==> config.mk <==
export PLATFORM = sky130hd
export DESIGN_NAME = piso_shift_ctrl
export DESIGN_NICKNAME = d
export VERILOG_FILES = /design/src/rtl/piso_shift_ctrl.sv
export SDC_FILE = /design/constraint.sdc
export NUM_CORES = 1
export LEC_CHECK = 0
export CAP_MARGIN = 20
export CORE_AREA = 3 3 40 42
export DETAILED_ROUTE_END_ITERATION = 12
export DIE_AREA = 0 0 43 45
export PLACE_DENSITY = 0.71
export SYNTH_ARGS = -nofsm -noshare
export SYNTH_HDL_FRONTEND = slang
export SYNTH_SLANG_ARGS = --single-unit
==> constraint.sdc <==
create_clock -name clk -period 2.2 [get_ports clk]
set_input_delay 0.44 -clock clk [delete_from_list [all_inputs] [get_ports clk]]
set_output_delay 0.44 -clock clk [all_outputs]
set_load 0.05 [all_outputs]
==> src/rtl/piso_shift_ctrl.sv <==
// Parallel-in/serial-out shift register with a load handshake, shift stall and selectable bit order.
// Back-to-back words are accepted on the last bit of the current word with no idle bubble.
module piso_shift_ctrl #(
    parameter int WIDTH     = 4,
    parameter bit MSB_FIRST = 1'b1
) (
    input  logic             clk,
    input  logic             rst_n,
    input  logic             load_valid,
    output logic             load_ready,
    input  logic [WIDTH-1:0] load_data,
    input  logic             shift_en,
    input  logic             ser_in,
    output logic             sout,
    output logic             sout_valid,
    output logic             last,
    output logic             busy
);

    localparam int CW = $clog2(WIDTH);
    localparam logic [CW-1:0] CNT_LAST = CW'(WIDTH - 1);

    typedef enum logic [0:0] {
        IDLE  = 1'b0,
        SHIFT = 1'b1
    } state_t;

    state_t           state_r;
    logic [WIDTH-1:0] shreg_r;
    logic [CW-1:0]    cnt_r;
    logic             sout_r;
    logic             sout_valid_r;
    logic             last_r;

    logic             at_last_s;
    logic             take_s;
    logic [CW-1:0]    cnt_nxt_s;
    logic [WIDTH-1:0] shreg_nxt_s;

    // Bit presented at the output end of a word image.
    function automatic logic out_bit(input logic [WIDTH-1:0] word);
        if (MSB_FIRST) begin
            return word[WIDTH-1];
        end else begin
            return word[0];
        end
    endfunction

    // Word image after moving one bit out; the fill bit enters the far end.
    function automatic logic [WIDTH-1:0] shift_word(input logic [WIDTH-1:0] word, input logic fill);
        if (MSB_FIRST) begin
            return {word[WIDTH-2:0], fill};
        end else begin
            return {fill, word[WIDTH-1:1]};
        end
    endfunction

    assign at_last_s   = (state_r == SHIFT) && (cnt_r == CNT_LAST);
    assign load_ready  = (state_r == IDLE) || (at_last_s && shift_en);
    assign take_s      = load_valid && load_ready;
    assign cnt_nxt_s   = cnt_r + CW'(1);
    assign shreg_nxt_s = shift_word(shreg_r, ser_in);

    assign sout        = sout_r;
    assign sout_valid  = sout_valid_r;
    assign last        = last_r;
    assign busy        = sout_valid_r;

    // Control FSM, shift register and registered serial outputs.
    always_ff @(posedge clk or negedge rst_n) begin
        if (!rst_n) begin
            state_r      <= IDLE;
            shreg_r      <= '0;
            cnt_r        <= '0;
            sout_r       <= 1'b0;
            sout_valid_r <= 1'b0;
            last_r       <= 1'b0;
        end else begin
            case (state_r)
                IDLE: begin
                    if (take_s) begin
                        state_r      <= SHIFT;
                        shreg_r      <= load_data;
                        cnt_r        <= '0;
                        sout_r       <= out_bit(load_data);
                        sout_valid_r <= 1'b1;
                        last_r       <= 1'b0;
                    end else begin
                        state_r      <= IDLE;
                    end
                end
                SHIFT: begin
                    if (!shift_en) begin
                        state_r <= SHIFT;
                    end else if (!at_last_s) begin
                        shreg_r <= shreg_nxt_s;
                        cnt_r   <= cnt_nxt_s;
                        sout_r  <= out_bit(shreg_nxt_s);
                        last_r  <= (cnt_nxt_s == CNT_LAST);
                    end else if (take_s) begin
                        // Reload on the final bit so the next word follows without a gap.
                        shreg_r      <= load_data;
                        cnt_r        <= '0;
                        sout_r       <= out_bit(load_data);
                        sout_valid_r <= 1'b1;
                        last_r       <= 1'b0;
                    end else begin
                        state_r      <= IDLE;
                        cnt_r        <= '0;
                        sout_r       <= 1'b0;
                        sout_valid_r <= 1'b0;
                        last_r       <= 1'b0;
                    end
                end
                default: begin
                    state_r      <= IDLE;
                    shreg_r      <= '0;
                    cnt_r        <= '0;
                    sout_r       <= 1'b0;
                    sout_valid_r <= 1'b0;
                    last_r       <= 1'b0;
                end
            endcase
        end
    end

endmodule

* After elaboration in Yosys (flattened, before gate mapping)
Index checks and enable logic that the tools add are counted.
Storage, ports and cells: register bits after elaboration 10, latch bits 0, bits in writable memories 0, bits in read-only memories 0, bits of input ports 9, output and inout port bits 5, word-level logic and storage cells 44, memories 0
Operators by class: $add $sub $neg 1, $mul 0, div/mod/pow operators 0, order comparisons 0, equality and inequality tests 5, shifts and indexed selects 0, mux-type cells 25, bitwise operators 1, reduce and logical (&&, ||, !) cells 6
Operators by type and width (count):
- $mux 1 | 13
- $mux 4 | 3
- $pmux 1 s2 | 4
- $pmux 4 s2 | 1
- $mux 2 | 3
- $eq 2x2->1 const B | 2
- $ne 2x2->1 const B | 2
- $pmux 2 s2 | 1
- $logic_and 1x1->1 | 3
- $reduce_and 3->1 | 1
- $add 2x1->2 const B | 1
- $ne 2x1->1 const B | 1
- $reduce_and 2->1 | 1
- $logic_or 1x1->1 | 1
- $not 1->1 | 1

* Depth between registers and ports, before layout
word-level depth 9, depth in mapped cells 5, depth with buffers taken out 5

* Worst setup path before layout
OpenSTA, ideal clock, no wires.
kind register -> output, start point reg cnt_r[0], end point out load_ready, arrival time 1.153 ns, required time 1.760 ns, path slack 0.607 ns, cell stages (with the launch flop) 5, path buffers 1, path through dfrtp_1 > ha_1 > buf_4 > nand2_1 > nand2_1
Between the ends: cells in the longest elaborated chain, start to end 4
RTL lines:
- start, declared | line 30 | logic [CW-1:0] cnt_r;
- start signal, assigned | line 97 | cnt_r <= cnt_nxt_s;
- $eq 2x2->1 | line 58 | assign at_last_s = (state_r == SHIFT) && (cnt_r == CNT_LAST);
- $logic_and 1x1->1 | line 58
- $logic_and 1x1->1 | line 59 | assign load_ready = (state_r == IDLE) || (at_last_s && shift_en);
- $logic_or 1x1->1 | line 59
- end, declared | line 10 | output logic load_ready,
Every way passes these cells.

* Worst setup path in the final report
start point reg cnt_r[1], end point out load_ready
Same word-level chain as after synthesis.

==> metrics.md <==
| Metric | Value |
|---|---|
| Unrepaired setup endpoints after global routing | `no` |
| Critical R2R Launch | `cnt_r[1]` |
| Final cell count without fillers | `86` |
| Vias | `474` |
| Leak | `0.3296 nW` |
| DR DRC count | `0` |
| Dominant synthesized flop cell | `dfrtp_1` |
| Core area | `1285 um2` |
| Fin. Hold Viols | `0` |
| Max Freq | `around 500 MHz` |
| All-Layer GR Usage | `0.1370` |
| Slew margin rel. | `0.6689` |
| PostCTS Resize Cnt | `0` |
| Remaining global-route overflow | `0` |
| Worst Max-Slew Pin Slew | `0.4951 ns` |
| Critical Setup Path Class | `reg2out` |
| Fin crit share | `0.9090` |
| CP startpoint kind | `register` |
| Starting Density | `0.4557` |
| Mapped Cells | `58` |
| First-pass GRT wire length | `1.904 mm` |
| Critical path cell sequence | `ha_1 > nand2_1 > nand2_1 > buf_12` |
| Critical Path Most Common Cell | `nand2_1` |
| Clock transition at path regs | `0.07 ns` |
| Vias per Instance | `5.512` |
| CP required | `1.76 ns` |
| Syn nets | `69` |
| Area after DPL | `715.7 um2` |
| Post-DRT Antenna Nets | `0` |
| Max-Cap Viols | `0` |
| Fin area | `743.2 um2` |
| Worst Path Buf+Inv | `1` |
| Site row count | `13` |
| Num Clock Sinks | `9` |
| Yosys warning count | `0` |
| Placer congestion estimate | `0.7477` |
| # fillers | `120` |
| Final nets | `83` |
| Final setup violation count | `0` |
| CTS buffer count | `3` |
| H-tree depth | `1` |
| Area grow syn2layout | `26.92%` |
| WHS | `0.4699 ns` |
| Dpl hpwl | `830.2 um` |
| CTS tree | `yes` |
| Yosys reg bits | `9` |
| Diode count | `0` |
| Power density cells | `1256 nW/um2` |
| Final setup TNS | `0 ns` |
| Port bufs | `13` |
| RR Endpoint | `cnt_r[1]` |
| Post-layout minimum cycle time | `2.000 ns` |
| Hold-fix buffers, CTS | `0` |
| Synth unique cells | `25` |
| Root Buffer | `clkbuf_4` |
| Wire per inst | `between 10 and 15 um` |
| Worst path top cell family by delay | `adder cells` |
| Depth of the worst register-to-register path | `4` |
| Synth async-reset ratio | `1.000` |
| Drt pass-1 iters | `4` |
| Placed instance count | `82` |
| Number of global-route vias before repair | `415` |
| Crit Path Max Fanout | `13` |
| Syn_area_per_cell | `10.10 um2` |
| Total Die Area | `between 1500 and 2000 um2` |
| Synthesized cell area | `between 500 and 600 um2` |
| Post-synth EDFFs | `0` |
| R2r setup slk | `0.74 ns` |
| Pin count of the biggest net entering global routing | `16` |
| Critical path capture point type | `output port` |
| WL final | `around 1.2 mm` |
| Initial antenna violation count | `0` |
| Worst Skew | `0.006898 ns` |
| Synth top area share | `0.3846` |
| Worst-Skew Late Latency | `0.27 ns` |
| Die H | `around 45 um` |
| Arr. time, crit path | `between 1.5 and 2 ns` |
| Ports | `14` |
| Sequential share of the synthesized area | `0.3846` |
| Status | `finished, final reports clean` |
| Slowest-stage cell, CP | `ha_1` |
| Fin. max-slew vios | `0` |
| Max clock buf depth | `2` |
| Postcts setup bufs | `0` |
| Worst VDD drop | `0.0008565 V` |
| HP Class | `in2async` |
| Area contributors post-synth | `dfrtp_1 (38%), mux2_2 (5.8%), and3b_2 (5.1%)` |
| Layout cells sized above 1 | `0.2394` |
| Worst stage delay on the critical path | `between 0.4 and 0.5 ns` |
| Die W | `between 40 and 50 um` |
| Cell accounting for the most synthesized area | `dfrtp_1` |
| DRT iter0 DRCs | `11` |
[synthesized netlist by cell type, types with 2 or more instances]
library cell,number
a22o_1,2
and3b_2,3
buf_2,2
buf_4,2
dfrtp_1,9
ha_1,2
inv_1,3
mux2_2,3
mux2i_1,2
nand2_1,5
nor2_1,4
nor3b_1,3
o21ai_0,3
o21ai_1,3
o221a_2,2
[worst register-to-register path, stage by stage (launching register included)]
cell and delay (ns):
dfrtp_1 0.39, ha_1 0.44, nor2_1 0.07, mux2_2 0.27
a22o_1 0.18
[power breakdown]
group          switching, mW  internal [mW]  total [mW]
Sequential            0.0677          0.236       0.303
Clock                 0.0653         0.0673       0.133
Combinational          0.268          0.229       0.498
Total                  0.401          0.532       0.934
[worst max-delay path by stage]
stage | start | endpoint | slack, ns | cells after the start
finish | cnt_r[1] | load_ready | 0.20 | 4
global route | cnt_r[0] | load_ready | 0.07 | 4
CTS | cnt_r[1] | load_ready | 0.18 | 4
detailed placement | load_valid | shreg_r[2] | 0.27 | 3
global placement | load_valid | shreg_r[2] | 0.27 | 3
floorplan | cnt_r[0] | load_ready | 0.61 | 4
[flip-flops by register name, summed over array words and instances, names as in the netlist]
signal and cells:
cnt_r 2, state_r 1, busy 1, last 1
sout 1, shreg_r 3
[cell type report]
class / instances / area, um2 / area share
multi-input combinational: 41 / 312.8 / 0.4209
clock buffer: 3 / 22.52 / 0.03030
tap: 15 / 18.77 / 0.02525
inverter: 3 / 11.26 / 0.01515
sequential: 9 / 225.2 / 0.3030
timing repair buffer: 14 / 147.6 / 0.1987
clock inverter: 1 / 5.005 / 0.006734
[cells in the final DEF, fill, tap and decap left out, drive strengths merged]
master | synthesis | final
ha | 2 | 2
inv | 3 | 3
nor2b | 1 | 1
clkbuf | 0 | 3
buf | 5 | 2
o21ai | 6 | 6
and3b | 3 | 3
dfrtp | 9 | 9
o221a | 3 | 3
nand3b | 1 | 1
clkinv | 0 | 1
mux2 | 4 | 4
a21oi | 2 | 2
mux2i | 2 | 2
o22ai | 1 | 1
nor3b | 3 | 3
a22o | 2 | 2
clkdlybuf4s50 | 0 | 12
nor2 | 4 | 4
nand2 | 5 | 5
a221o | 1 | 1
nand3 | 1 | 1
[per-layer routing]
metal	vias up	part of all wire	track usage
li1	236	-	-
met1	222	0.47	0.1733
met2	12	0.44	0.1946
met3	4	0.061	0.05179
met4	0	0.027	0.09036
met5	-	0	0
[cell families after synthesis]
group	synth area share
simple gates	0.1838
compound gates	0.1902
flops	0.3846
buf+inv	0.08119
mux	0.1175
fa+ha+maj	0.04273
[per-stage QoR]
stage          power, mW  setup WS, ns  utilization
6_report          0.9338        0.2001       0.5784
3_3_place_gp      0.7922        0.2706       0.5570
2_1_floorplan     0.6656        0.6073            -
3_5_place_dp      0.8059        0.2705       0.5570
5_1_grt           0.9974       0.07363       0.5784
4_1_cts           0.9464        0.1810       0.5784
(Power assumes the default switching activity.)
==> edit (same settings) <==
Reset style: synchronous (`rst_n`), changed in one clocked block.
--- a/src/rtl/piso_shift_ctrl.sv
+++ b/src/rtl/piso_shift_ctrl.sv
@@ -68,5 +68,5 @@
 
     // Control FSM, shift register and registered serial outputs.
-    always_ff @(posedge clk or negedge rst_n) begin
+    always_ff @(posedge clk) begin
         if (!rst_n) begin
             state_r      <= IDLE;
Behaviour: differs if rst_n is asserted again (counterexample within 4 cycles, from zero or initial values and one cycle with rst_n low); with rst_n held inactive, the same outputs for 10 cycles.
==> edit against the original RTL <==
- register-to-register slack gained 190 ps
- worst setup slack improved by 87 ps
- sequential cell count stayed put
- first-iteration DRC count down 73%
- cell count stayed put
- count of clock-buffer cells in the layout is 1 higher
- clock skew fell by 6.0 ps
- routed wire length shrank 18%
- cell area fell by 11%
- critical path depth unchanged
- area after synthesis shrank 15%
- critical path type is now input pin to primary output
- critical endpoint unchanged
Power is not compared: it rests on default switching activity, and its combinational part moved more than twofold at a synthesized area within 25%.
==> edit: results (changes against the original RTL) <==
.. list-table::
   :header-rows: 1

   * - Metric
     - Value
   * - Run status
     - finished clean (unchanged)
   * - Clock buffers and inverters, area share
     - 3.970% (was 3.704%)
   * - FF/Latch Area
     - 180.2 um2 (was 225.2 um2)
   * - Total vias in the final route
     - 419 (was 474)
   * - Reg-to-reg setup timing slack
     - 930 ps (was 740 ps)
   * - Final routed wire length divided by cell count
     - 11.06 um (was 13.49 um)
   * - Final Skew
     - 0.8776 ps (was 6.898 ps)
   * - Signal arrival time at the worst endpoint
     - 1470 ps (was 1560 ps)
   * - Kind of cell with the highest combined delay on the critical path
     - buffers and inverters (was adder cells)
   * - Post-synth net total
     - 68 (was 69)
   * - Global placer's final weighted congestion
     - 0.7332 (was 0.7477)
   * - Post-synthesis async set-or-reset flop share
     - 0% (was 100.0%)
   * - Overall Global Routing Usage
     - 11.16% (was 13.70%)
   * - Worst min path class
     - register to register (was input pin to async pin)
   * - Fraction of area in non-clock buffers
     - 21.17% (was 19.87%)
   * - Number of fill cells in the layout
     - 141 (was 120)
   * - Distinct cell type count of the synthesized netlist
     - 26 (was 25)
   * - Number of buffers other than clock buffers in the final layout
     - 13 (was 14)
   * - DPL Wire Length
     - 742.6 um (was 830.2 um)
   * - Largest net degree at the start of global routing
     - 12 (was 16)
   * - Cell Area, Placed
     - 635.6 um2 (was 715.7 um2)
   * - Fraction of layout cells with a size suffix above 1
     - 11.27% (was 23.94%)
   * - Combined area of the multi-input logic cells
     - 270.3 um2 (was 312.8 um2)
   * - First drt pass iteration count
     - 3 (was 4)
   * - Synthesized area divided by synthesized cell count
     - 8.758 um2 (was 10.10 um2)
   * - Wire length of the first global-routing pass
     - 1.642 mm (was 1.904 mm)
   * - Critical path launch point
     - shift_en (was cnt_r[1]$_DFFE_PN0P_)
   * - Worst r2r dst
     - shreg_r[1]$_SDFFE_PN0P_ (was cnt_r[1]$_DFFE_PN0P_)
   * - CP max stage cell
     - clkdlybuf4s50_1 (was ha_1)
edit: cell count changes in the layout (fill, tap and decap cells not counted), moves of 3 or more:
cell and change:
nor2_1 -3, and3b_2 -3, dfxtp_1 +9, o21ai_1 -3
inv_1 +4, o2bb2ai_1 +3, nor3b_1 -3, dfrtp_1 -9
edit: worst register-to-register path, delay by kind of cell, from the launching register on:
family,cells,cell delay [ps]
adder cells (fa/ha/maj),1,260
AO/OA/AOI/OAI,2,380
flip-flops,1,370
AND/OR/NAND/NOR,1,150
edit: cell families (layout without fill, tap and decap cells):
logic type	after synthesis	in the layout	share of synthesized area, %
compound gates	17	17	25.82
fa+ha+maj	2	2	5.012
buf+inv	10	24	9.775
flops	9	9	36.09
mux	2	2	5.012
simple gates	17	17	18.30
edit: metal layers:
layer | share of wire, % | vias to the layer above | track usage (%)
li1 | - | 226 | -
met1 | 47 | 179 | 14.22
met2 | 45 | 14 | 17.96
met3 | 8.5 | 0 | 5.976
met4 | 0 | 0 | 0
met5 | 0 | - | 0
